### config.mk
export PLATFORM = sky130hd
export DESIGN_NAME = zdram_port
export DESIGN_NICKNAME = d
export VERILOG_FILES = /design/src/rtl/zdram_port.sv
export SDC_FILE = /design/constraint.sdc
export NUM_CORES = 1
export LEC_CHECK = 0
export BUFFER_PORTS_ARGS = -buffer_cell sky130_fd_sc_hd__buf_2
export CAP_MARGIN = 20
export CORE_UTILIZATION = 35
export CTS_BUF_LIST = sky130_fd_sc_hd__clkbuf_8
export DETAILED_ROUTE_END_ITERATION = 12
export PLACE_DENSITY = 0.76
export SLEW_MARGIN = 20
export SYNTH_ARGS = -nofsm -noshare
export SYNTH_HDL_FRONTEND = slang
export SYNTH_SLANG_ARGS = --single-unit
### constraint.sdc
create_clock -name clk -period 3.2 [get_ports clk]
set_input_delay 0.16 -clock clk [delete_from_list [all_inputs] [get_ports clk]]
set_output_delay 0.16 -clock clk [all_outputs]
set_load 0.005 [all_outputs]
### src/rtl/zdram_port.sv
// DRAM slot port: arbitrates each 4-clock slot between the CPU and video fetch.
// It issues one DRAM access per granted slot and returns CPU read data through a register.
module zdram_port #(
   parameter int STARVE_LIM = 3
) (
   input  logic        clk,
   input  logic        rst,
   input  logic        c0,
   input  logic        c1,
   input  logic        c2,
   input  logic        c3,
   input  logic        cpu_req,
   input  logic [20:0] cpu_addr,
   input  logic        cpu_rnw,
   input  logic        cpu_wrbsel,
   input  logic [7:0]  cpu_wrdata,
   output logic [15:0] cpu_rddata,
   output logic        cpu_next,
   output logic        cpu_strobe,
   output logic        cpu_latch,
   input  logic        vid_req,
   input  logic [20:0] vid_addr,
   output logic        vid_next,
   output logic        vid_strobe,
   output logic        dram_req,
   output logic [20:0] dram_addr,
   output logic        dram_rnw,
   output logic [1:0]  dram_bsel,
   output logic [15:0] dram_wrdata,
   input  logic [15:0] dram_rddata
);

   // state      | meaning
   // OWN_IDLE   | current slot carries no access
   // OWN_CPU_RD | current slot is a CPU read
   // OWN_CPU_WR | current slot is a CPU byte write
   // OWN_VID    | current slot is a video fetch
   typedef enum logic [1:0] {
      OWN_IDLE   = 2'd0,
      OWN_CPU_RD = 2'd1,
      OWN_CPU_WR = 2'd2,
      OWN_VID    = 2'd3
   } owner_t;

   owner_t     owner;
   owner_t     owner_nxt;
   logic [1:0] wait_cnt;
   logic [1:0] wait_nxt;
   logic       starve;
   logic       cpu_grant;
   logic       vid_grant;
   logic       issued;

   assign starve    = ({30'd0, wait_cnt} >= 32'(STARVE_LIM));
   assign cpu_next  = !vid_req || starve;
   assign vid_next  = vid_req && !(cpu_req && starve);
   assign cpu_grant = cpu_req && cpu_next;
   assign vid_grant = vid_next && !cpu_grant;

   always_ff @(posedge clk) begin
      if (rst) owner <= OWN_IDLE;
      else     owner <= owner_nxt;
   end

   always_comb begin
      owner_nxt = owner;
      wait_nxt  = wait_cnt;
      if (c3) begin
         if (cpu_grant) begin
            owner_nxt = cpu_rnw ? OWN_CPU_RD : OWN_CPU_WR;
            wait_nxt  = 2'd0;
         end else if (vid_grant) begin
            owner_nxt = OWN_VID;
            if (!cpu_req)              wait_nxt = 2'd0;
            else if (wait_cnt != 2'd3) wait_nxt = wait_cnt + 2'd1;
         end else begin
            owner_nxt = OWN_IDLE;
            if (!cpu_req) wait_nxt = 2'd0;
         end
      end
   end

   always_ff @(posedge clk) begin
      if (rst) begin
         wait_cnt    <= 2'd0;
         dram_req    <= 1'b0;
         dram_addr   <= 21'd0;
         dram_rnw    <= 1'b1;
         dram_bsel   <= 2'b00;
         dram_wrdata <= 16'd0;
         issued      <= 1'b0;
         cpu_strobe  <= 1'b0;
         vid_strobe  <= 1'b0;
         cpu_latch   <= 1'b0;
         cpu_rddata  <= 16'd0;
      end else begin
         dram_req   <= c3 && (cpu_grant || vid_grant);
         // Strobes fire on c2 only for a slot whose request actually went out on c0.
         if (c0) issued <= dram_req;
         cpu_strobe <= c1 && issued && (owner == OWN_CPU_RD);
         vid_strobe <= c1 && issued && (owner == OWN_VID);
         if (cpu_strobe) begin
            cpu_rddata <= dram_rddata;
            cpu_latch  <= 1'b1;
         end
         if (c3) begin
            wait_cnt <= wait_nxt;
            if (cpu_grant || vid_grant) begin
               dram_addr   <= cpu_grant ? cpu_addr : vid_addr;
               dram_rnw    <= cpu_grant ? cpu_rnw : 1'b1;
               dram_wrdata <= {cpu_wrdata, cpu_wrdata};
               if (cpu_grant && !cpu_rnw) dram_bsel <= cpu_wrbsel ? 2'b10 : 2'b01;
               else                       dram_bsel <= 2'b11;
            end
            if (cpu_grant) cpu_latch <= 1'b0;
         end
      end
   end

endmodule

==> results.toml <==
[synth]
netlist_instances = 267
ys_ff_latch = 57
synth_commonest_cells = "dfxtp_1 (57), nor2_1 (47), a311oi_2 (19), nand2_1 (19), nand3_2 (18)"
syn_area_per_cell_sq_um = 9.90
syn_area_sq_mm = 0.00264
synthTopCellsByArea = "dfxtp_1 (43%), a311oi_2 (11%), nand3_2 (6.8%)"
synth_area_leader_cell = "dfxtp_1"
synth_top_area_share_pct = 43.2
synth_async_sr_flop_share_pct = 0
syn-num-nets = 344
ys_seq_area_share_pct = 43.2
synth-warning-count = 0
yosysMostFrequentCell = "dfxtp_1"
post_synth_num_cell_types = 31
synth_edf_count = 0
ys.flop_type = "dfxtp_1"

[power_and_ir_drop]
irDropWorstVdd_uv = 224
power.density_mw_per_mm2 = 506
p_leak_uw = 0.00152

[timing]
fin_skew_ns = 0.00949
rsz0062_at_grt = "false"
tns_ns = 0
drv_slew = 0
period_needed_ns = 1.81
hold_slack_ns = 0.0252
finalHoldViolations = 0
relSlewSlack_pct = 35.6
setup_violations = 0
fin_crit_sh_pct = 56.7
worst_slew_pin_slew_ns = 0.966
fmax_ghz = 0.551

[setup_path]
critPathCaptureType = "primary output"
crit_slowest_cell = "and2b_4"
cp.required_ns = 3.04
critPathMaxStageDelay_ns = 0.48
startpoint = "wait_cnt[0]"
worst_r2r_endpoint = "dram_bsel[1]"
cp_cell_sequence = "ha_1, and2b_4, inv_8, buf_2"
ff2ff_setup_slack_ns = 1.62
crit_fanout = 25
worstReg2RegStart = "wait_cnt[0]"
critPathArrivalTime_ns = 1.65
cp-start-kind = "flop"
critPathKind = "flop to primary output"
reg2regPathDepth = 4

[drt]
drt-total-wl_microns = 6170
drcViolationCount = 0
wl_per_cell_microns = 12.6
viasPerCell = 4.83
drt_iter0_drc = 56
drt_pre_antenna_iters = 5
vias = 2365
antenna_left = 0

[grt]
first_global_vias = 2123
globalRouteOverflowTotal = 0
grt_pass1_wl_microns = 9450
antenna_found_initial = 0
grt_max_degree = 49
grt_use_total_pct = 15.8

[layout]
syn_to_final_growth_pct = 30.2
fillers = 741
drive_above_1_share_pct = 50.1
nets = 463
fin_cells = 490
post-route-cell-area_sq_mm = 0.00344
regArea_sq_mm = 0.00114
fin_util_pct = 47.2
n_antenna_cell = 0
multi_input_area_sq_mm = 0.00121

[die]
io_pins = 138
die_h_microns = 88.9
die-area_sq_mm = 0.00790
die_w_microns = 88.9
core_sq_mm = 0.00729
initial_core_util_pct = 36.3
num_rows = 31

[clocking]
cts_tree = "yes"
root_buffer = "clkbuf_8"
post_cts_resized = 0
cts_buffers = 9
cts.sinks = 57
cts_htree_levels = 3
cts.clk_slew.worst_paths_ns = 0.07
clock_latency_ns = 0.33
ctsHoldBuffers = 0
post_cts_buffers = 0
cts.path.max_buffers = 2

[hold_path]
hold_depth = 2
holdPathEnd = "dram_bsel[0]"
hp-class = "input pin to flop"
worstHoldStart = "cpu_wrbsel"

[flow_run]
cap_violations = 0

[place]
placed_cells = 474
io_buffers = 136
routabilityCongestion = 0.654
hpwl_microns = 4510
postPlaceCellArea_sq_mm = 0.00321

[run_status]
status = "completed"
## cell usage in the layout (no fill, tap or decap), types with 10 or more instances in the layout
cell type,count
mux2i_1,17
buf_2,136
nand3_2,18
a311oi_2,19
dfxtp_1,57
o21ai_1,17
a21oi_1,10
clkbuf_8,11
nor2_1,47
nand2_1,19
## flip-flops by register name, indices dropped and copies added, names as in the netlist, 2 cells and up
signal	count
wait_cnt	2
dram_bsel	2
cpu_rddata	16
dram_addr	21
owner	2
dram_wrdata	8
## cell type report
class	count	share of cell area, %
Clock buffer	11	4.40
Clock inverter	5	2.29
Inverter	5	0.763
Multi-Input combinational cell	173	35.2
Sequential cell	57	33.2
Tap cell	99	3.60
Timing Repair Buffer	140	20.6
## worst max-delay path, delay by kind of cell (launching register included)
family	cells	cell delay, ns
DFF	1	0.32
adders and majority gates	1	0.20
buffers and inverters	2	0.32
and+or+nand+nor	1	0.48
## worst max path at each step
stage                    to  slack, ns  cells after the start
6_report           cpu_next       1.39                      4
5_1_grt            cpu_next       1.29                      4
4_1_cts            cpu_next       1.35                      4
3_5_place_dp   dram_addr[9]       1.37                      5
3_3_place_gp   dram_addr[9]       1.41                      5
2_1_floorplan  dram_addr[2]       1.89                      5
## stage by stage
stage | setup WS, ns | power, uW
after global placement | 1.41 | 999
after CTS | 1.35 | 1770
after detailed placement | 1.37 | 1010
after floorplan | 1.89 | 925
after global routing | 1.29 | 1820
final | 1.39 | 1740
## layer usage
layer	vias to the layer above	global-route usage, %	part of all wire [%]
met4	0	6.60	1.2
li1	1166	-	-
met1	1091	16.6	42
met3	8	4.06	6.3
met5	-	0	0
met2	100	29.8	51
## power breakdown
group / switching (uW) / internal, uW / total (uW) / leakage (uW)
registers: 18.3 / 743 / 761 / 0.000467
clock network: 277 / 478 / 755 / 0.000113
logic: 122 / 104 / 226 / 0.000945
## logic make-up (layout without fill, tap and decap cells)
kind of cell | after synthesis | after routing | synth area share, %
DFF | 57 | 57 | 43.2
muxes | 17 | 17 | 6.44
AOI/OAI and AO/OA | 60 | 60 | 19.8
adders and majority gates | 1 | 1 | 0.473
buffers and inverters | 37 | 161 | 11.1
and+or+nand+nor | 95 | 95 | 19.0
(Power assumes the default switching activity.)
